--- config.mk ---
export PLATFORM = sky130hd
export DESIGN_NAME = mem_arbiter_flat
export DESIGN_NICKNAME = d
export VERILOG_FILES = /design/src/rtl/mem_arbiter_pkg.sv /design/src/rtl/mem_arbiter_if.sv /design/src/rtl/mem_arbiter_grant.sv /design/src/rtl/mem_arbiter.sv /design/src/flat_wrapper.sv
export SDC_FILE = /design/constraint.sdc
export NUM_CORES = 1
export LEC_CHECK = 0
export BUFFER_PORTS_ARGS = -buffer_cell sky130_fd_sc_hd__buf_2
export CORE_MARGIN = 2
export CORE_UTILIZATION = 34
export DETAILED_ROUTE_END_ITERATION = 10
export GPL_TIMING_DRIVEN = 0
export PLACE_DENSITY = 0.64
export SYNTH_ARGS = -nofsm -noshare
export SYNTH_HDL_FRONTEND = slang
export SYNTH_SLANG_ARGS = --single-unit
--- constraint.sdc ---
create_clock -name clk -period 8.9 [get_ports clk]
set_clock_uncertainty 0.1 [all_clocks]
set_input_delay 0.445 -clock clk [delete_from_list [all_inputs] [get_ports clk]]
set_output_delay 0.445 -clock clk [all_outputs]
set_load 0.05 [all_outputs]
--- src/rtl/mem_arbiter_pkg.sv ---
// Shared types and constants for the instruction/data memory arbiter.
package mem_arb_pkg;

    // Legal memory read latency range; the latency counter is sized for MEM_LAT_MAX-1.
    localparam int MEM_LAT_MIN = 1;
    localparam int MEM_LAT_MAX = 4;
    localparam int LAT_W       = 2;

    typedef enum logic [1:0] {
        IDLE,
        ISSUE,
        WAIT,
        RESP
    } state_e;

    typedef enum logic {
        OWN_INST,
        OWN_DATA
    } owner_e;

    // One accepted transaction, captured at the end of the accept cycle.
    typedef struct packed {
        logic [31:0] addr;
        logic [31:0] wdata;
        logic [3:0]  wstrb;
        logic        wr;
        owner_e      owner;
    } req_t;

endpackage

--- src/rtl/mem_arbiter_if.sv ---
// CPU-side fetch/data handshakes plus the unified memory port.
interface mem_arbiter_if;

    logic        inst_req;
    logic [31:0] inst_addr;
    logic        inst_addr_ok;
    logic        inst_data_ok;
    logic [31:0] inst_rdata;

    logic        data_req;
    logic        data_wr;
    logic [3:0]  data_wstrb;
    logic [31:0] data_addr;
    logic [31:0] data_wdata;
    logic        data_addr_ok;
    logic        data_data_ok;
    logic [31:0] data_rdata;

    logic        mem_en;
    logic [3:0]  mem_wen;
    logic [31:0] mem_addr;
    logic [31:0] mem_wdata;
    logic [31:0] mem_rdata;

    // Arbiter view: serves the requesters, drives the memory port.
    modport slave (
        input  inst_req, inst_addr,
        output inst_addr_ok, inst_data_ok, inst_rdata,
        input  data_req, data_wr, data_wstrb, data_addr, data_wdata,
        output data_addr_ok, data_data_ok, data_rdata,
        output mem_en, mem_wen, mem_addr, mem_wdata,
        input  mem_rdata
    );

    // Environment view: requesters plus the memory that answers them.
    modport master (
        output inst_req, inst_addr,
        input  inst_addr_ok, inst_data_ok, inst_rdata,
        output data_req, data_wr, data_wstrb, data_addr, data_wdata,
        input  data_addr_ok, data_data_ok, data_rdata,
        input  mem_en, mem_wen, mem_addr, mem_wdata,
        output mem_rdata
    );

endinterface

--- src/rtl/mem_arbiter_grant.sv ---
// Data-first grant with a starvation counter that forces a fetch through.
module mem_arb_grant #(
    parameter int STARVE_MAX = 3
) (
    input  logic clk,
    input  logic resetn,
    input  logic accept_i,
    input  logic inst_req_i,
    input  logic data_req_i,
    output logic grant_inst_o,
    output logic grant_data_o
);

    // Two spare bits keep the saturating compare clear of wrap-around.
    localparam int CNT_W = $clog2(STARVE_MAX + 1) + 2;

    logic [CNT_W-1:0] starve_cnt_q;
    logic [CNT_W-1:0] starve_cnt_d;
    logic             starved;

    // Combinational priority: data wins unless the pending fetch has waited long enough.
    always_comb begin
        starved      = inst_req_i && (starve_cnt_q == CNT_W'(STARVE_MAX));
        grant_data_o = accept_i && data_req_i && !starved;
        grant_inst_o = accept_i && inst_req_i && (!data_req_i || starved);
    end

    // Count data grants that bypass a waiting fetch; any fetch grant or idle fetch clears it.
    always_comb begin
        starve_cnt_d = starve_cnt_q;
        if (!inst_req_i || grant_inst_o) begin
            starve_cnt_d = '0;
        end else if (grant_data_o && (starve_cnt_q != CNT_W'(STARVE_MAX))) begin
            starve_cnt_d = starve_cnt_q + 1'b1;
        end
    end

    // Starvation counter register.
    always_ff @(posedge clk or negedge resetn) begin
        if (!resetn) begin
            starve_cnt_q <= '0;
        end else begin
            starve_cnt_q <= starve_cnt_d;
        end
    end

endmodule

--- src/rtl/mem_arbiter.sv ---
// Single-outstanding arbiter sharing one memory port between fetch and data access.
module mem_arbiter
    import mem_arb_pkg::*;
#(
    parameter int MEM_LAT    = 1,
    parameter int STARVE_MAX = 3
) (
    input  logic          clk,
    input  logic          resetn,
    mem_arbiter_if.slave  bus,
    output logic          busy
);

    // Out-of-range latencies are clamped so the counter width always suffices.
    localparam int LAT_EFF = (MEM_LAT < MEM_LAT_MIN) ? MEM_LAT_MIN :
                             (MEM_LAT > MEM_LAT_MAX) ? MEM_LAT_MAX : MEM_LAT;

    state_e             state_q, state_d;
    logic [LAT_W-1:0]   lat_q, lat_d;
    req_t               req_q, req_d;
    logic [31:0]        inst_rdata_q, inst_rdata_d;
    logic [31:0]        data_rdata_q, data_rdata_d;

    logic               accept;
    logic               grant_inst;
    logic               grant_data;
    logic               capture;

    // A new request may only be taken when nothing is in flight; never during reset.
    assign accept  = resetn && ((state_q == IDLE) || (state_q == RESP));
    assign capture = (state_q == WAIT) && (lat_q == '0);

    mem_arb_grant #(
        .STARVE_MAX (STARVE_MAX)
    ) u_grant (
        .clk          (clk),
        .resetn       (resetn),
        .accept_i     (accept),
        .inst_req_i   (bus.inst_req),
        .data_req_i   (bus.data_req),
        .grant_inst_o (grant_inst),
        .grant_data_o (grant_data)
    );

    // FSM state and latency counter register.
    always_ff @(posedge clk or negedge resetn) begin
        if (!resetn) begin
            state_q <= IDLE;
            lat_q   <= '0;
        end else begin
            state_q <= state_d;
            lat_q   <= lat_d;
        end
    end

    // Next-state logic; WAIT is always visited so MEM_LAT=1 lands directly on the capture cycle.
    always_comb begin
        state_d = state_q;
        lat_d   = lat_q;
        unique case (state_q)
            IDLE, RESP: begin
                state_d = (grant_inst || grant_data) ? ISSUE : IDLE;
            end
            ISSUE: begin
                lat_d   = LAT_W'(LAT_EFF - 1);
                state_d = WAIT;
            end
            WAIT: begin
                if (lat_q == '0) begin
                    state_d = RESP;
                end else begin
                    lat_d = lat_q - 1'b1;
                end
            end
            default: state_d = IDLE;
        endcase
    end

    // Latch the winning request; fetches are stored as reads with no strobes.
    always_comb begin
        req_d = req_q;
        if (grant_data) begin
            req_d.addr  = bus.data_addr;
            req_d.wdata = bus.data_wdata;
            req_d.wstrb = bus.data_wstrb;
            req_d.wr    = bus.data_wr;
            req_d.owner = OWN_DATA;
        end else if (grant_inst) begin
            req_d.addr  = bus.inst_addr;
            req_d.wdata = '0;
            req_d.wstrb = '0;
            req_d.wr    = 1'b0;
            req_d.owner = OWN_INST;
        end
    end

    // Request register; stale contents are harmless because every use is gated by state.
    always_ff @(posedge clk) begin
        req_q <= req_d;
    end

    // Read data steering into the owner's holding register.
    always_comb begin
        inst_rdata_d = inst_rdata_q;
        data_rdata_d = data_rdata_q;
        if (capture && !req_q.wr) begin
            if (req_q.owner == OWN_INST) begin
                inst_rdata_d = bus.mem_rdata;
            end else begin
                data_rdata_d = bus.mem_rdata;
            end
        end
    end

    // Read data holding registers; cleared by reset so the outputs read back as zero.
    always_ff @(posedge clk or negedge resetn) begin
        if (!resetn) begin
            inst_rdata_q <= '0;
            data_rdata_q <= '0;
        end else begin
            inst_rdata_q <= inst_rdata_d;
            data_rdata_q <= data_rdata_d;
        end
    end

    // Output decode from state; the memory port is quiet outside ISSUE.
    always_comb begin
        bus.inst_addr_ok = grant_inst;
        bus.data_addr_ok = grant_data;
        bus.inst_data_ok = (state_q == RESP) && (req_q.owner == OWN_INST);
        bus.data_data_ok = (state_q == RESP) && (req_q.owner == OWN_DATA);
        bus.inst_rdata   = inst_rdata_q;
        bus.data_rdata   = data_rdata_q;
        bus.mem_en       = 1'b0;
        bus.mem_wen      = 4'b0000;
        bus.mem_addr     = '0;
        bus.mem_wdata    = '0;
        busy             = (state_q == ISSUE) || (state_q == WAIT);
        if (state_q == ISSUE) begin
            bus.mem_en    = 1'b1;
            bus.mem_addr  = req_q.addr;
            bus.mem_wdata = req_q.wdata;
            if ((req_q.owner == OWN_DATA) && req_q.wr) begin
                bus.mem_wen = req_q.wstrb;
            end
        end
    end

endmodule

--- src/flat_wrapper.sv ---
// flat-port wrapper written by rule: the top's interface ports become plain ports
module mem_arbiter_flat import mem_arb_pkg::*;
#(
    parameter int MEM_LAT    = 1,
    parameter int STARVE_MAX = 3
)
  (clk, resetn, busy, bus_inst_req, bus_inst_addr, bus_inst_addr_ok, bus_inst_data_ok, bus_inst_rdata, bus_data_req, bus_data_wr, bus_data_wstrb, bus_data_addr, bus_data_wdata, bus_data_addr_ok, bus_data_data_ok, bus_data_rdata, bus_mem_en, bus_mem_wen, bus_mem_addr, bus_mem_wdata, bus_mem_rdata);
  mem_arbiter_if bus_i ();
  input  logic clk;
  input  logic resetn;
  output logic busy;
  input wire logic [$bits(bus_i.inst_req)-1:0] bus_inst_req;
  input wire logic [$bits(bus_i.inst_addr)-1:0] bus_inst_addr;
  output wire logic [$bits(bus_i.inst_addr_ok)-1:0] bus_inst_addr_ok;
  output wire logic [$bits(bus_i.inst_data_ok)-1:0] bus_inst_data_ok;
  output wire logic [$bits(bus_i.inst_rdata)-1:0] bus_inst_rdata;
  input wire logic [$bits(bus_i.data_req)-1:0] bus_data_req;
  input wire logic [$bits(bus_i.data_wr)-1:0] bus_data_wr;
  input wire logic [$bits(bus_i.data_wstrb)-1:0] bus_data_wstrb;
  input wire logic [$bits(bus_i.data_addr)-1:0] bus_data_addr;
  input wire logic [$bits(bus_i.data_wdata)-1:0] bus_data_wdata;
  output wire logic [$bits(bus_i.data_addr_ok)-1:0] bus_data_addr_ok;
  output wire logic [$bits(bus_i.data_data_ok)-1:0] bus_data_data_ok;
  output wire logic [$bits(bus_i.data_rdata)-1:0] bus_data_rdata;
  output wire logic [$bits(bus_i.mem_en)-1:0] bus_mem_en;
  output wire logic [$bits(bus_i.mem_wen)-1:0] bus_mem_wen;
  output wire logic [$bits(bus_i.mem_addr)-1:0] bus_mem_addr;
  output wire logic [$bits(bus_i.mem_wdata)-1:0] bus_mem_wdata;
  input wire logic [$bits(bus_i.mem_rdata)-1:0] bus_mem_rdata;
  assign bus_i.inst_req = bus_inst_req;
  assign bus_i.inst_addr = bus_inst_addr;
  assign bus_inst_addr_ok = bus_i.inst_addr_ok;
  assign bus_inst_data_ok = bus_i.inst_data_ok;
  assign bus_inst_rdata = bus_i.inst_rdata;
  assign bus_i.data_req = bus_data_req;
  assign bus_i.data_wr = bus_data_wr;
  assign bus_i.data_wstrb = bus_data_wstrb;
  assign bus_i.data_addr = bus_data_addr;
  assign bus_i.data_wdata = bus_data_wdata;
  assign bus_data_addr_ok = bus_i.data_addr_ok;
  assign bus_data_data_ok = bus_i.data_data_ok;
  assign bus_data_rdata = bus_i.data_rdata;
  assign bus_mem_en = bus_i.mem_en;
  assign bus_mem_wen = bus_i.mem_wen;
  assign bus_mem_addr = bus_i.mem_addr;
  assign bus_mem_wdata = bus_i.mem_wdata;
  assign bus_i.mem_rdata = bus_mem_rdata;
  mem_arbiter #(.MEM_LAT(MEM_LAT), .STARVE_MAX(STARVE_MAX)) u_core (.clk(clk), .resetn(resetn), .bus(bus_i), .busy(busy));
endmodule
### Yosys cells after proc, flatten, opt, wreduce, memory -nomap -nowiden

Index checks and enable logic that the tools add are counted.

| operators by class | value |
|---|---|
| add/sub/neg operators | 2 |
| reduce and logical (&&, ||, !) cells | 30 |
| equality and inequality tests | 7 |
| bitwise operators | 1 |
| multiplexer cells | 14 |

Operators by type and width:

| operator | count |
|---|---|
| two-way mux 70 bit | 2 |
| two-way mux 32 bit | 2 |
| two-way mux 4 bit | 4 |
| logical AND 1 bit | 12 |
| case mux 2 bit (3 select lines) | 1 |
| AND reduction 2 bit | 3 |
| nonzero test 2 bit | 3 |
| logical OR 1 bit | 5 |
| adder 4 x 1 -> 4 bit, second input constant | 1 |
| == test 2 bit, second input constant | 2 |
| == test 4 x 2 -> 1 bit, second input constant | 1 |
| logical NOT 1 bit | 4 |
| logical NOT 2 bit | 2 |
| two-way mux 2 bit | 2 |
| inequality test 4 x 2 -> 1 bit, second input constant | 1 |
| case mux 2 bit (2 select lines) | 1 |
| == test 2 x 1 -> 1 bit, second input constant | 1 |
| two-way mux 1 bit | 2 |
| inequality test 2 x 1 -> 1 bit, second input constant | 1 |
| inequality test 2 bit, second input constant | 1 |
| OR reduction 2 bit | 1 |
| subtractor 2 x 1 -> 2 bit, second input constant | 1 |
| inverter 1 bit | 1 |

| storage, ports and cells | value |
|---|---|
| logic and storage cells | 64 |
| register bits | 142 |
| bits of input ports | 137 |

### Depth between registers and ports, before layout

Gate-level depths: netlist of the first run.

| logic depth | value |
|---|---|
| depth after elaboration | 8 |
| mapped depth | 8 |
| gate-level depth less buffers | 5 |

### By module

Synthesis of the first run repeated with hierarchy kept, for this count alone.

| second synthesis, totals | value |
|---|---|
| cells, all modules | 424 |
| area, all modules | 6216.0 sq um |

By module, submodules not included:

| module | cells an instance | instances | seq. area each (sq um) | area an instance (sq um) |
|---|---|---|---|---|
| mem_arbiter | 398 | 1 | 3793.6 | 5980.7 |
| mem_arb_grant | 26 | 1 | 100.1 | 235.2 |

### Least setup slack after synthesis of the first run

OpenSTA, ideal clock, no wires.

| path | value |
|---|---|
| path type | register to register |
| start | reg u_core.state_q[0] |
| end | reg u_core.req_q[10] in the netlist's numbering (enable) |
| arrival | 4379 ps |
| cell stages (with the launch flop) | 6 |
| data required time | 8279 ps |
| slack | 3900 ps |
| library setup time | 521 ps |
| buffers on the path | 1 |
| cell sequence | dfrtp_1 > inv_1 > ha_1 > clkbuf_2 > nand2_1 > a21oi_1 |

| between the ends | value |
|---|---|
| word-level cells in the longest chain between the ends | 6 |
| elaborated cells on any way between the ends | 9 |
| those cells by class | eq/ne (1); reduce/logical (8) |

Ends and longest elaborated chain:

| item | line | RTL |
|---|---|---|
| start: declaration | mem_arbiter.sv:18 | `state_e state_q, state_d;` |
| start signal: assignment | mem_arbiter.sv:51 | `state_q <= state_d;` |
| == test 2 bit / logical NOT 2 bit (equally long branches) | mem_arbiter.sv:30 | `assign accept = resetn && ((state_q == IDLE) \|\| (state_q == RESP));` |
| logical OR 1 bit (*) | mem_arbiter.sv:30 |  |
| logical AND 1 bit (*) | mem_arbiter.sv:30 |  |
| logical AND 1 bit (on tied branches) (2 in a row) | mem_arbiter_grant.sv:24, mem_arbiter_grant.sv:25 |  |
| nonzero test 2 bit (no source line) (*) | - |  |
| end signal: assignment | mem_arbiter.sv:99 | `req_q <= req_d;` |
| end: declaration | mem_arbiter.sv:20 | `req_t req_q, req_d;` |

Every way passes the cells marked *; elsewhere a longest branch is shown, timed or not.
A chain may end at the register's enable or synchronous reset.

### Worst setup path in the final report of the first run

| path | value |
|---|---|
| start | in resetn |
| end | out bus_data_addr_ok |

| between the ends | value |
|---|---|
| word-level cells in the longest chain between the ends | 3 |

Ends and longest elaborated chain:

| item | line | RTL |
|---|---|---|
| start: declaration | flat_wrapper.sv:10 | `input logic resetn;` |
| logical AND 1 bit | mem_arbiter.sv:30 |  |
| logical AND 1 bit (2 in a row) | mem_arbiter_grant.sv:24 | `grant_data_o = accept_i && data_req_i && !starved;` |
| end: declaration | flat_wrapper.sv:22 | `output wire logic [$bits(bus_i.data_addr_ok)-1:0] bus_data_addr_ok;` |

Every way passes these cells.

==> metrics.md, run 1 <==
| Metric | Value |
|---|---|
| Critical path peak fanout | 66 |
| Core area | 18,100 sq um |
| Placed Area | 8070 sq um |
| Crit path kind | in -> out |
| H-tree depth | 4 |
| Post-route clock period utilization | 36.0% |
| Largest net degree at the start of global routing | 67 |
| First-pass GRT wire length | 25.1 mm |
| Later-pin clock latency in the skew report | 0.40 ns |
| Pwr Density | 403 nW/um^2 |
| Post-synth EDFFs | 69 |
| Top cell type's share of synthesized area | 32.8% |
| Logic pwr share | 50.1% |
| WP data arrival | 2.66 ns |
| CTS tree | built |
| Max_slew headroom | 41.3% |
| Worst hold slack | 0.179 ns |
| NetSw | 0.00161 W |
| Storage cell area | 3890 sq um |
| Synth Area per Inst | 12.7 sq um |
| Static Leak | 4.12 nW |
| Max_cap viols | 0 |
| Initial Util | 34.9% |
| Routed wl met2 | 7.59 mm |
| Top cell type by total area after synthesis | edfxtp_1 |
| Slew Limit Fails | 0 |
| Area growth from synthesis to layout | 36.9% |
| Slowest cell on the critical path | dlygate4sd3_1 |
| Ports | 275 |
| Die area | 19,700 sq um |
| Vias/cell | 4.51 |
| RSZ-0062 raised after global routing | no |
| Mapped Nets | 638 |
| Layout Cell Area excl Fill | 8650 sq um |
| Clock share of power | 19.4% |
| Post-place setup slack | 5.92 ns |
| Fraction of layout cells with a size suffix above 1 | 47.8% |
| Routed via count | 4,672 |
| Fillers | 1,670 |
| Hold crit path type | in -> reg |
| Die W | 140 um |
| Outcome | finished clean |
| Total clock buffers created by CTS | 17 |
| Net Sw Frac | 46.2% |
| Setup_tns | 0 ns |
| DRC errors left | 0 |
| Gr usage total | 16.1% |
| Critical path cell sequence | dlygate4sd3_1, buf_4, buf_16, nand3_1, a21oi_1, clkbuf_1, buf_2 |
| Final WL | 15.7 mm |
| Clock Sink Count | 142 |
| Number of antenna violations at the first check in global routing | 3 |
| DPL Wire Length | 11.8 mm |
| Worst-margin pin slew | 0.878 ns |
| Die Y | 140 um |
| GR Overflow Total | 0 |
| Clock-pin slew on the worst setup and hold paths | 0.06 ns |
| Clock buffer depth | 2 |
| Root buffer cell | clkbuf_16 |
| Port Buffers | 274 |
| Synth unique cells | 35 |
| WL met3 | 846 um |
| Highest Clock Rate | 312 MHz |
| CP Launch Type | input port |
| Post-cts sizing count | 0 |
| Syn Inst Count | 496 |
| Final hold vios | 0 |
| # setup viols final | 0 |
| Smallest setup slack after layout | 5.70 ns |
| FFs w/ async S/R, synth | 50.7% |
| Routability congestion estimate | 0.833 |
| Post-Route M1 WL | 6.94 mm |
| Multi-input logic area | 2250 sq um |
| Post-synthesis sequential area ratio | 61.6% |
| Slowest Stage Delay on Critical Path | 0.53 ns |
| # rows | 49 |
| Vias in the first global route | 4,880 |
| CP Capture Type | output pin |
| Detail Route Antenna Nets | 0 |
| Total Power | 0.00348 W |
| Final #Nets | 935 |
| Highest layer used for signal routing | met4 |
| Worst Path Required | 8.36 ns |
| Main flop type after synthesis | dfrtp_1 |
| Int Pwr | 0.00187 W |
| Drt pass-1 iters | 4 |
| Reg power frac | 30.6% |
| Warnings, synthesis | 0 |
| Top cells by area, synth | edfxtp_1 33%, dfrtp_1 29%, and2_1 11%, mux2_4 7.1%, mux2_2 5.7% |
| Routed len/inst | 15.1 um |
| Mapped Area | 6320 sq um |
| Peak VDD IR | 0.240 mV |
| Min cycle time layout | 3.20 ns |
| Iter 0 DRT Violations | 165 |
| #FFs+latches synth | 142 |
## cells in the mapped netlist (2+ instances only)
cell type and count:
mux2_1 2, o22ai_1 34, buf_1 2, ha_1 5, clkbuf_1 18, a21oi_1 9, mux2_4 30, dfrtp_1 72
nand3_1 3, inv_1 8, nand2_1 69, nor2_1 2, nor3_1 2, nor2b_1 3, buf_6 3, and2_1 107
mux2_2 32, buf_2 8, or3_1 3, edfxtp_1 69
## metal layers
layer / vias up / track usage [%]
li1: 2313 / -
met1: 2175 / 20.4
met2: 166 / 26.9
met3: 18 / 3.66
met4: 0 / 6.27
met5: - / 0
## kinds of logic after synthesis
kind of cell             share of synthesized area, %
AO/OA/AOI/OAI                                    4.73
adder cells (fa/ha/maj)                         0.990
buffers and inverters                            2.97
flip-flops                                       61.6
multiplexers                                     13.2
AND/OR/NAND/NOR                                  16.5
## through the flow
| step | util [%] | instances |
|---|---|---|
| after detailed placement | 44.6 | 1002 |
| after CTS | 47.8 | 1035 |
| after floorplan | - | 496 |
| after global placement | 44.1 | 999 |
| after global routing | 47.8 | 1037 |
| final | 47.8 | 1037 |
## state kept, by name, indices dropped and copies added, names as in the netlist
signal / flops
u_core.bus.data_rdata: 32
u_core.state_q: 2
u_core.bus.inst_rdata: 32
u_core.lat_q: 2
u_core.req_q: 70
u_core.u_grant.starve_cnt_q: 4
## critical path, delay by kind of cell
family	cells	cell delay, ns
compound gates	1	0.26
buf+inv	5	1.72
simple gates	1	0.20
## final timing paths
path	from	end	slack, ns	depth (start not counted)
max	resetn	bus_data_addr_ok	5.70	7
min	bus_mem_rdata[4]	u_core.bus.inst_rdata[4]$_DFFE_PN0P_	0.18	2
max reg2reg	u_core.state_q[0]$_DFFE_PN0P_	u_core.req_q[4]$_DFFE_PP_	6.07	7
min reg2reg	u_core.bus.inst_rdata[5]$_DFFE_PN0P_	u_core.bus.inst_rdata[5]$_DFFE_PN0P_	0.38	1
max in group asynchronous	resetn	u_core.bus.data_rdata[24]$_DFFE_PN0P_	7.83	3
min in group asynchronous	resetn	u_core.bus.data_rdata[7]$_DFFE_PN0P_	0.32	2
## cell usage in the layout, fill, tap and decap left out, drive strengths merged, types with 9 or more instances in the layout
cell	synthesis	routed
and2	107	107
inv	9	12
clkbuf	19	40
edfxtp	69	69
nand2	69	69
dfrtp	72	72
mux2	64	64
o22ai	34	34
a21oi	9	9
buf	13	290
## power by group through the flow
stage / Clock (W) / Combinational [W] / Sequential, W
6_report: 0.000674 / 0.00174 / 0.00107
5_1_grt: 0.000723 / 0.00185 / 0.00109
4_1_cts: 0.000694 / 0.00177 / 0.00107
3_5_place_dp: 0 / 0.00177 / 0.00108
3_3_place_gp: 0 / 0.00172 / 0.00109
2_1_floorplan: 0 / 0.000796 / 0.00160
## layout make-up
class,instances,area share [%]
diodes,2,0.0578
flip-flops and latches,142,45.0
multi-input cells,313,26.0
clock inverters,11,0.897
well taps,229,3.31
repair buffers,278,16.9
inverters,9,0.390
clock buffers,21,5.70
plain buffers,32,1.78
## timing repair
item                      4_1_cts  5_1_grt
buffers inserted                0        0
hold buffers                    1        0
hold endpoints to repair        9        0
No activity file was read; power rests on OpenSTA's default activity.
==> run 2, diff against run 1 <==
Settings changed: ABC_AREA from default to 1.
Clock period 8.9 ns to 3 ns, I/O delays scaled along.
==> run 2 against run 1 <==
Wire length rose by 23%. Critical endpoint is now u_core.req_q[64]$_DFFE_PP_. Global-route usage rose by 3.7 points. First-iteration DRC count rose by 56%. Clock power rose to 2.8 times the previous value. Die area fell by 1.0%.
==> metrics.md, run 2 <==
| Metric | Value |
|---|---|
| DRC errors left | 0 (unchanged) |
| Mapped Area | 6250 sq um (-1.0%) |
| Most common cell in the netlist | nand2_1 |
| Routed len/inst | 14.0 um (-7.5%) |
| Clock Sink Count | 142 (unchanged) |
| Total Power | 0.0104 W (+200%) |
| Slew Limit Fails | 0 (unchanged) |
| Die W | 140 um (-0.51%) |
| Critical path peak fanout | 27 (-59%) |
| Final #Nets | 1,281 (+37%) |
| Crit path kind | reg -> reg |
| Routed via count | 5,889 (+26%) |
| Placed Area | 7990 sq um (-1.0%) |
| Worst Path Required | 3.06 ns (-5.30 ns) |
| Total clock buffers created by CTS | 17 (unchanged) |
| Root buffer cell | clkbuf_16 |
| FFs w/ async S/R, synth | 50.7% (unchanged) |
| Util after Layout | 54.8% (+7.0 points) |
| Routability congestion estimate | 0.765 (-8.2%) |
| Number of antenna violations at the first check in global routing | 1 (-2) |
| Ports | 275 (unchanged) |
| Warnings, synthesis | 0 (unchanged) |
| Iter 0 DRT Violations | 258 (+56%) |
| R2R depth | 10 (+3) |
| Syn Inst Count | 707 (+43%) |
| Pwr Density | 1050 nW/um^2 (+160%) |
| GR Overflow Total | 0 (unchanged) |
| Max_slew headroom | 62.5% (+21 points) |
| Top cell type by total area after synthesis | edfxtp_1 |
| Worst-margin pin slew | 0.562 ns (-0.316 ns) |
| Vias in the first global route | 6,035 (+24%) |
| Mapped Nets | 849 (+33%) |
| Vias/cell | 4.26 (-5.4%) |
| # setup viols final | 0 (unchanged) |
| Min cycle time layout | 2.84 ns |
| Gr usage total | 19.8% (+3.7 points) |
| Storage cell area | 3890 sq um (unchanged) |
| Port Buffers | 274 (unchanged) |
| Fraction of layout cells with a size suffix above 1 | 28.7% (-19 points) |
| WP data arrival | 2.90 ns (+0.24 ns) |
| Multi-input logic area | 1600 sq um (-29%) |
| Static Leak | 5.69 nW (+38%) |
| Layout Cell Area excl Fill | 9880 sq um (+14%) |
| Most common cell after layout, fill and taps aside | buf_2 |
| RSZ-0062 raised after global routing | no |
| Final hold vios | 0 (unchanged) |
| # rows | 49 (unchanged) |
| Hold crit path type | in -> reg |
| Later-pin clock latency in the skew report | 0.41 ns (about the same) |
| Final WL | 19.3 mm (+23%) |
| Fillers | 1,627 (-2.6%) |
| Core area | 18,000 sq um (-0.34%) |
| Post-synth top cells | 242 x nand2_1, 153 x inv_1, 72 x dfrtp_1 |
| Most flops, register | u_core.req_q |
| Top cells by area, synth | edfxtp_1 33%, dfrtp_1 29%, nand2_1 15%, inv_1 9.2%, o21ai_0 5.4% |
| Initial Util | 34.7% (-0.25 points) |
| Max reg flops | 70 (unchanged) |
| Clock buffer depth | 2 (unchanged) |
| Hold-critical path depth | 5 (+3) |
| Smallest setup slack after layout | 0.162 ns (-5.53 ns) |
| CP Launch Type | register |
| Top cell type's share of synthesized area | 33.1% (+0.35 points) |
| Post-route clock period utilization | 94.6% |
| Synth Area per Inst | 8.85 sq um (-31%) |
| Area growth from synthesis to layout | 57.9% |
| #FFs+latches synth | 142 (unchanged) |
| Outcome | finished clean |
| Post-synth EDFFs | 69 (unchanged) |
| H-tree depth | 4 (unchanged) |
| Peak VDD IR | 0.773 mV (+220%) |
| Detail Route Antenna Nets | 0 (unchanged) |
| DPL Wire Length | 12.8 mm (+9.3%) |
| CTS tree | built |
| Drt pass-1 iters | 4 (unchanged) |
| Post-synthesis sequential area ratio | 62.3% (+0.65 points) |
| Die Y | 140 um (-0.51%) |
| Highest Clock Rate | 352 MHz |
| Max_cap viols | 0 (unchanged) |
| Main flop type after synthesis | dfrtp_1 |
| Synth unique cells | 26 (-26%) |
| Commonest cells after routing, fill and taps aside | 277 x buf_2, 242 x nand2_1, 152 x inv_1 |
| Die area | 19,500 sq um (-1.0%) |
| Largest net degree at the start of global routing | 48 (-28%) |
| First-pass GRT wire length | 30.5 mm (+22%) |
| Clock-pin slew on the worst setup and hold paths | 0.06 ns (about the same) |
| CP Capture Type | register |
| Post-place setup slack | 0.106 ns (-5.81 ns) |
| Worst hold slack | 0.0993 ns (-0.0798 ns) |
run 2: cell count changes in the layout (fill, tap and decap cells not counted), sizes merged, moves of 33 or more:
cell	before	now
mux2	64	0
nor2	2	48
o21ai	2	69
nand2	69	245
o22ai	34	1
dlygate4sd3	1	135
inv	12	158
and2	107	0
run 2: stage by stage:
stage,TNS (ns),std cells
floorplan,0,707
global placement,-61.79,1210
detailed placement,0,1213
CTS,0,1380
global route,0,1381
finish,0,1382
run 2: cells by family after synthesis:
kind of cell    after synthesis  synth area share (%)
simple gates                302                  18.6
xor+xnor                      1                 0.140
fa+ha+maj                     5                  1.00
buf+inv                     185                  12.2
flops                       142                  62.3
compound gates               72                  5.82
run 2: layout make-up:
cell class,instances,area share (%)
plain buffers,29,1.72
repair inverters,1,0.0507
flip-flops and latches,142,39.4
multi-input cells,380,16.2
clock inverters,13,0.900
well taps,229,2.90
diodes,1,0.0253
clock buffers,19,4.48
repair buffers,412,28.3
inverters,156,6.02
run 2: power breakdown:
part	switching, W	internal [W]	leakage (nW)
Clock	0.000830	0.00108	0.268
Combinational	0.00392	0.00124	3.85
Sequential	0.000357	0.00295	1.57
run 2: repair_timing:
item / 4_1_cts / 5_1_grt
setup endpoints to repair: 0 / 27
hold endpoints to repair: 209 / 0
hold buffers: 135 / 0
gates resized for setup: 0 / 0
setup buffers: 0 / 0
run 2: metal layers:
metal | part of all wire, % | track usage [%] | vias up
li1 | - | - | 2985
met1 | 42 | 23.4 | 2666
met2 | 49 | 34.9 | 223
met3 | 7.8 | 6.37 | 15
met4 | 0.83 | 5.53 | 0
met5 | 0 | 0 | -
run 2: worst paths after layout:
kind	slack, ns	end	start
worst max-delay path	0.16	u_core.req_q[64]$_DFFE_PP_	u_core.state_q[0]$_DFFE_PN0P_
worst min-delay path	0.1	u_core.u_grant.starve_cnt_q[2]$_DFFE_PN0P_	bus_data_req
worst min register to register	0.38	u_core.bus.inst_rdata[11]$_DFFE_PN0P_	u_core.bus.inst_rdata[11]$_DFFE_PN0P_
min in group asynchronous	0.12	u_core.bus.inst_rdata[30]$_DFFE_PN0P_	resetn
max in group asynchronous	2.12	u_core.bus.inst_rdata[4]$_DFFE_PN0P_	resetn
worst max register to register	0.16	u_core.req_q[64]$_DFFE_PP_	u_core.state_q[0]$_DFFE_PN0P_
run 2: critical path: stages (launching register included):
cell,delay [ns]
dfrtp_1,0.41
inv_1,0.07
ha_1,0.35
nand2_1,0.11
nor2_1,0.05
nand2_1,0.13
inv_2,0.15
nor2_1,0.36
clkinvlp_4,0.41
buf_12,0.28
buf_12,0.18
